[src/rtl/driver_switch_if.sv]
// rtl/driver_switch_if.sv - CPU word-select bus between the bridge and the switch/key input driver
interface driver_switch_if;
    logic [31:0] DIn;
    logic        WE;
    logic [2:0]  Addr;
    logic [31:0] RD;
    logic        irq;

    modport master (output DIn, WE, Addr, input RD, irq);
    modport slave  (input DIn, WE, Addr, output RD, irq);
endinterface

[src/rtl/driver_switch.sv]
// rtl/driver_switch.sv - DIP switch / user key input driver: sync, debounce, key-press pending + irq
// Optional switch-change interrupt on pending[8]/ien[8] is built when SW_CHANGE_IRQ_EN is defined.
module driver_switch #(
    parameter int DEB_CYCLES = 200000
) (
    input  logic              clk,
    input  logic              reset,
    input  logic [31:0]       sw_n,
    input  logic [7:0]        key,
    driver_switch_if.slave    bus
);

    localparam int              CNT_W    = $clog2(DEB_CYCLES);
    localparam logic [CNT_W-1:0] CNT_LAST = CNT_W'(DEB_CYCLES - 1);

    logic [CNT_W-1:0] cnt;
    logic             tick;

    logic [39:0] sync_q1;
    logic [39:0] sync_q2;
    logic [39:0] in_sync;
    logic [39:0] samp;
    logic [39:0] stable;
    logic [39:0] diff;

    logic [31:0] stable_sw;
    logic [7:0]  stable_key;
    logic [7:0]  prev_key;
    logic [7:0]  key_rise;
    logic [7:0]  pending_key;
    logic [7:0]  ien_key;
    logic        pend_sw;
    logic        ien_sw;
    logic [8:0]  pending_w;
    logic [8:0]  ien_w;

    logic        wr_pend;
    logic        wr_ien;

    assign tick = (cnt == CNT_LAST);

    always_ff @(posedge clk or negedge reset) begin
        if (!reset) begin
            cnt <= '0;
        end else if (tick) begin
            cnt <= '0;
        end else begin
            cnt <= cnt + 1'b1;
        end
    end

    // Switches are stored raw and inverted after the second flop, so stored 1 = switch on.
    always_ff @(posedge clk or negedge reset) begin
        if (!reset) begin
            sync_q1 <= '0;
            sync_q2 <= '0;
        end else begin
            sync_q1 <= {key, sw_n};
            sync_q2 <= sync_q1;
        end
    end

    assign in_sync = {sync_q2[39:32], ~sync_q2[31:0]};
    assign diff    = in_sync ^ samp;

    // A bit qualifies only when it reads the same on two consecutive ticks.
    always_ff @(posedge clk or negedge reset) begin
        if (!reset) begin
            samp   <= '0;
            stable <= '0;
        end else if (tick) begin
            samp   <= in_sync;
            stable <= (stable & diff) | (in_sync & ~diff);
        end
    end

    assign stable_sw  = stable[31:0];
    assign stable_key = stable[39:32];
    assign key_rise   = stable_key & ~prev_key;

    assign wr_pend = bus.WE && (bus.Addr == 3'd2);
    assign wr_ien  = bus.WE && (bus.Addr == 3'd3);

    // The set term is OR-ed after the W1C mask, so a same-cycle press survives the clear.
    always_ff @(posedge clk or negedge reset) begin
        if (!reset) begin
            prev_key    <= '0;
            pending_key <= '0;
            ien_key     <= '0;
        end else begin
            prev_key    <= stable_key;
            pending_key <= (pending_key & ~(wr_pend ? bus.DIn[7:0] : 8'h00)) | key_rise;
            if (wr_ien) begin
                ien_key <= bus.DIn[7:0];
            end
        end
    end

`ifdef SW_CHANGE_IRQ_EN
    logic [31:0] prev_sw;
    logic        sw_change;
    logic [22:0] unused_din;

    assign sw_change  = |(stable_sw ^ prev_sw);
    assign unused_din = bus.DIn[31:9];

    always_ff @(posedge clk or negedge reset) begin
        if (!reset) begin
            prev_sw <= '0;
            pend_sw <= 1'b0;
            ien_sw  <= 1'b0;
        end else begin
            prev_sw <= stable_sw;
            pend_sw <= (pend_sw & ~(wr_pend & bus.DIn[8])) | sw_change;
            if (wr_ien) begin
                ien_sw <= bus.DIn[8];
            end
        end
    end
`else
    logic [23:0] unused_din;

    assign unused_din = bus.DIn[31:8];
    assign pend_sw    = 1'b0;
    assign ien_sw     = 1'b0;
`endif

    assign pending_w = {pend_sw, pending_key};
    assign ien_w     = {ien_sw, ien_key};

    always_comb begin
        bus.RD = 32'h0;
        case (bus.Addr)
            3'd0:    bus.RD = stable_sw;
            3'd1:    bus.RD = {24'h0, stable_key};
            3'd2:    bus.RD = {23'h0, pending_w};
            3'd3:    bus.RD = {23'h0, ien_w};
            default: bus.RD = 32'h0;
        endcase
    end

    assign bus.irq = |(pending_w & ien_w);

endmodule

[src/flat_wrapper.sv]
// flat-port wrapper written by rule: the top's interface ports become plain ports
module driver_switch_flat 
#(
    parameter int DEB_CYCLES = 200000
)
  (clk, reset, sw_n, key, bus_DIn, bus_WE, bus_Addr, bus_RD, bus_irq);
  driver_switch_if bus_i ();
  input  logic clk;
  input  logic reset;
  input  logic [31:0] sw_n;
  input  logic [7:0] key;
  input wire logic [$bits(bus_i.DIn)-1:0] bus_DIn;
  input wire logic [$bits(bus_i.WE)-1:0] bus_WE;
  input wire logic [$bits(bus_i.Addr)-1:0] bus_Addr;
  output wire logic [$bits(bus_i.RD)-1:0] bus_RD;
  output wire logic [$bits(bus_i.irq)-1:0] bus_irq;
  assign bus_i.DIn = bus_DIn;
  assign bus_i.WE = bus_WE;
  assign bus_i.Addr = bus_Addr;
  assign bus_RD = bus_i.RD;
  assign bus_irq = bus_i.irq;
  driver_switch #(.DEB_CYCLES(DEB_CYCLES)) u_core (.clk(clk), .reset(reset), .sw_n(sw_n), .key(key), .bus(bus_i));
endmodule
[config.mk]
export PLATFORM = sky130hd
export DESIGN_NAME = driver_switch_flat
export DESIGN_NICKNAME = d
export VERILOG_FILES = /design/src/rtl/driver_switch_if.sv /design/src/rtl/driver_switch.sv /design/src/flat_wrapper.sv
export SDC_FILE = /design/constraint.sdc
export NUM_CORES = 1
export LEC_CHECK = 0
export CELL_PAD_IN_SITES_DETAIL_PLACEMENT = 1
export CELL_PAD_IN_SITES_GLOBAL_PLACEMENT = 1
export CORE_ASPECT_RATIO = 1.75
export CORE_UTILIZATION = 43
export DETAILED_ROUTE_END_ITERATION = 16
export MAX_ROUTING_LAYER = met4
export PLACE_DENSITY = 0.83
export RECOVER_POWER = 25
export SLEW_MARGIN = 20
export SYNTH_ARGS = -nofsm -noshare
export SYNTH_HDL_FRONTEND = slang
export SYNTH_SLANG_ARGS = --single-unit
[constraint.sdc]
create_clock -name clk -period 2.45 [get_ports clk]
set_input_delay 0.245 -clock clk [delete_from_list [all_inputs] [get_ports clk]]
set_output_delay 0.245 -clock clk [all_outputs]
set_load 0.1 [all_outputs]
## Word level (Yosys, flattened, before mapping)

Cells that the tools add are included.

| operators by class | value |
|---|---|
| add/sub/neg operators | 1 |
| reductions and logical operators | 4 |
| bitwise logic cells | 12 |
| mux-type cells | 3 |
| eq/ne operators | 4 |

Operator list:

| kind | number |
|---|---|
| 32-bit one-hot mux with 4 select lines | 1 |
| 40-bit bitwise AND | 2 |
| 40-bit NOT | 1 |
| 40-bit bitwise OR | 1 |
| 40-bit bitwise XOR | 1 |
| 32-bit NOT | 1 |
| 8-bit bitwise AND | 3 |
| 18-bit by 1-bit adder with 18-bit output, second input constant | 1 |
| 18-bit equality test, second input constant | 1 |
| 18-bit two-way mux | 1 |
| 8-bit NOT | 2 |
| 9-bit OR reduction | 1 |
| 8-bit two-way mux | 1 |
| 8-bit bitwise OR | 1 |
| 3-bit by 2-bit equality test with 1-bit output, second input constant | 2 |
| 3-bit by 1-bit equality test with 1-bit output, second input constant | 1 |
| 3-bit logical NOT | 1 |
| 1-bit logical AND | 2 |

| word-level totals | value |
|---|---|
| output and inout bits | 33 |
| bits in registers | 202 |
| word-level logic and storage cells | 32 |

## Depth between registers and ports, before layout

| logic depth | value |
|---|---|
| depth after elaboration | 6 |
| depth in mapped cells | 7 |

## Worst setup path before layout

No wires, ideal clock.

| timing path | value |
|---|---|
| path kind | input to output |
| start point | input bus_Addr[1] |
| end point | output bus_RD[0] |
| path buffers | 1 |
| slack | 0.054 ns |
| stages | 3 |
| data arrival time | 2.151 ns |
| path through | clkbuf_1 > mux4_2 > nor2b_1 |

| on the way | value |
|---|---|
| longest elaborated chain between the ends | 2 |
| elaborated cells between the ends (all ways) | 5 |

Ends and longest elaborated chain:

| element | line | text |
|---|---|---|
| from (decl) | flat_wrapper.sv:14 | `input wire logic [$bits(bus_i.Addr)-1:0] bus_Addr;` |
| 3-bit by 2-bit equality test with 1-bit output, or another cell as far along | driver_switch.sv:133 | `case (bus.Addr)` |
| 32-bit one-hot mux with 4 select lines * | driver_switch.sv:133 |  |
| to (decl) | flat_wrapper.sv:15 | `output wire logic [$bits(bus_i.RD)-1:0] bus_RD;` |

Every way passes the cells marked *; elsewhere a longest branch is shown, timed or not.

==> impl_metrics.env <==
export IMPL_synth_ff_type="dfrtp_1"
export IMPL_wl_per_cell_um=22.1
export IMPL_max_freq_mhz=441
export IMPL_clockRootBuffer="clkbuf_16"
export IMPL_slew_viol_final=67
export IMPL_crit_required_ns=2.80
export IMPL_yosysUniqueCellTypes=40
export IMPL_synth_area_mm2=0.00757
export IMPL_p_seq_frac=0.491
export IMPL_insertion_delay_ns=0.49
export IMPL_combPwrFrac=0.068
export IMPL_io_pins=111
export IMPL_design_die_area_mm2=0.0182
export IMPL_drt_iter0_drc=296
export IMPL_dr_pass1_iters=4
export IMPL_global_route_usage_total=0.246
export IMPL_hpwl_um=13000
export IMPL_path_class="flip-flop to flip-flop"
export IMPL_worstHoldStart="sw_n[18]"
export IMPL_maxSlewHeadroom=-0.163
export IMPL_cap_violations=1
export IMPL_cts_inserted_buffers=19
export IMPL_slowest_stage="or3_4"
export IMPL_path_clk_slew_ns=0.07
export IMPL_fin_crit_sh=0.927
export IMPL_grt_max_degree=69
export IMPL_met1_length_um=7490
export IMPL_grt_remaining_overflow=0
export IMPL_die_w_um=102
export IMPL_tritoncts="yes"
export IMPL_holdBufCountCts=1
export IMPL_failed_checks="max-capacitance violations, max-slew violations"
export IMPL_start_kind="flip-flop"
export IMPL_crit_path_end_kind="flip-flop"
export IMPL_ant_nets=0
export IMPL_nNetsFinal=767
export IMPL_antenna_found_initial=0
export IMPL_power_leakage_nw=4.14
export IMPL_drt_wl_total_um=20500
export IMPL_hold_viol_final=0
export IMPL_cp_max_fo=39
export IMPL_synth_nets=674
export IMPL_grt_setup_unrepaired="no"
export IMPL_post_cts_buffers=0
export IMPL_first_global_vias=6276
export IMPL_die_h_um=178
export IMPL_power_frac_clock=0.441
export IMPL_rows=63
export IMPL_reg2reg_slack_ns=0.18
export IMPL_dp_slack_ns=0.241
export IMPL_setup_worst_path_start="u_core.cnt[0]$_DFF_PN0_"
export IMPL_gp_congestion=0.785
export IMPL_internal_power_mw=5.59
export IMPL_reg2reg_from="u_core.cnt[0]$_DFF_PN0_"
export IMPL_skew_ns=0.0245
export IMPL_start_util=0.442
export IMPL_drc_errors=0
export IMPL_post_synth_cell_area_avg_um2=12.7
export IMPL_tns_ns=0
export IMPL_htree_levels=1
export IMPL_period_needed_ns=2.27
export IMPL_vias=5370
export IMPL_wl_met2_um=11400
export IMPL_yosys_warnings=0
export IMPL_hold_ws_ns=0.304
export IMPL_area_growth_pct=28.4
export IMPL_status="finished, violations left"
export IMPL_dr_max_layer_used="met4"
export IMPL_cts_buffer_depth=3
export IMPL_core_area_mm2=0.0171
export IMPL_drive_gt1_frac=0.166
export IMPL_viasPerCell=5.80
export IMPL_worst_pin_slew_ns=1.74
export IMPL_reg2regPathDepth=6
export IMPL_antenna_cells=0
export IMPL_setup_violations=0
export IMPL_crit_chain="ha_1 > nand3_2 > or3_4 > buf_4 > o31ai_1 > a21oi_1"
export IMPL_pwr_density_cell_mw_per_mm2=741
export IMPL_vdd_drop_max_v=0.000596
export IMPL_grt_pass1_wl_um=32900
export IMPL_critical_path_arrival_ns=2.62
export IMPL_async_flop_share=1.00
export IMPL_hold_class="input port to flip-flop"
export IMPL_wl_met3_um=667
export IMPL_synthCells=595
export IMPL_setup_ws_ns=0.180
export IMPL_synth_edff_count=0
export IMPL_cts_num_sinks=202
export IMPL_switchingPower_mw=1.60
export IMPL_max_stage_delay_ns=0.46
export IMPL_post_route_util=0.568
export IMPL_yosysSeqAreaShare=0.668
export IMPL_synth_ff_latch_count=202
export IMPL_port_buffer_count=86
export IMPL_power_switching_fraction=0.223
export IMPL_cts_resized=0
==> kinds of logic after synthesis <==
kind of cell / count (synthesis) / synth area share
mux: 24 / 0.0491
buf+inv: 45 / 0.0298
flops: 202 / 0.668
xor+xnor: 13 / 0.0150
compound gates: 191 / 0.146
simple gates: 119 / 0.0908
fa+ha+maj: 1 / 0.00165
==> cells in the mapped netlist, types with 3 or more instances <==
cell type,number,area share
a31oi_1,38,0.031
nand4_1,6,0.0050
mux2_4,3,0.0060
nor4_1,9,0.0074
clkbuf_1,22,0.011
o31ai_1,32,0.032
dfrtp_1,202,0.67
mux4_2,8,0.024
buf_6,5,0.0074
nand2_1,23,0.011
nand3_1,3,0.0020
nor3_1,12,0.0079
nor2b_1,9,0.0074
a21oi_1,33,0.022
xor2_1,5,0.0058
and2_1,26,0.021
nor2_1,15,0.0074
mux2_2,13,0.019
xnor2_1,8,0.0093
buf_2,6,0.0040
a22oi_1,4,0.0040
inv_1,11,0.0055
o21ai_0,81,0.054
==> power groups by stage <==
stage          combinational, mW  clock [mW]  sequential (mW)
6_report                   0.486        3.17             3.53
3_3_place_gp               0.488           0             3.58
5_1_grt                    0.519        3.35             3.54
2_1_floorplan              0.242           0             3.56
4_1_cts                    0.510        3.24             3.53
3_5_place_dp               0.505           0             3.59
==> per-layer routing <==
| layer | track usage | vias to the layer above |
|---|---|---|
| li1 | - | 2336 |
| met1 | 0.261 | 2799 |
| met2 | 0.442 | 158 |
| met3 | 0.0351 | 77 |
| met4 | 0.116 | 0 |
| met5 | - | - |
==> how the worst min path moves through the flow <==
| stage | depth (start not counted) | slack, ns | to |
|---|---|---|---|
| CTS | 1 | 0.18 | u_core.sync_q1[18]$_DFF_PN0_ |
| global placement | 1 | 0.27 | u_core.sync_q1[13]$_DFF_PN0_ |
| floorplan | 0 | -0.05 | asynchronous set/reset pin |
| finish | 1 | 0.30 | u_core.sync_q1[18]$_DFF_PN0_ |
| detailed placement | 1 | 0.28 | u_core.sync_q1[13]$_DFF_PN0_ |
| global route | 1 | 0.31 | u_core.sync_q1[39]$_DFF_PN0_ |
==> through the flow <==
stage | total power [mW] | instances | instance area (um2)
finish | 7.19 | 926 | 9710
global route | 7.41 | 926 | 9710
CTS | 7.28 | 926 | 9720
detailed placement | 4.10 | 893 | 9040
global placement | 4.06 | 893 | 9040
floorplan | 3.80 | 595 | 7570
==> final cells by class <==
| cell class | count | area, um2 |
|---|---|---|
| clock buffers | 24 | 524 |
| clock inverters | 8 | 148 |
| fillers | 1723 | 7390 |
| inverters | 11 | 41.3 |
| multi-input cells | 348 | 2300 |
| flip-flops and latches | 202 | 5050 |
| well taps | 227 | 284 |
| repair buffers | 106 | 1360 |
==> critical path: cells and delay by family, from the launching register on <==
family                   cells  cell delay [ns]
AND/OR/NAND/NOR              2             0.65
AO/OA/AOI/OAI                2             0.52
flip-flops                   1             0.42
buffers and inverters        1             0.28
adder cells (fa/ha/maj)      1             0.26
==> cells in the final DEF, fill, tap and decap left out, drive strengths merged, types with 23 or more instances in the layout <==
cell type | netlist | final
dlygate4sd3 | 0 | 41
and2 | 26 | 26
dfrtp | 202 | 202
clkbuf | 22 | 25
o21ai | 81 | 81
nand2 | 23 | 23
a21oi | 33 | 33
buf | 12 | 52
a31oi | 38 | 38
o31ai | 32 | 32
Note: power is estimated with default switching activity, not from simulation.
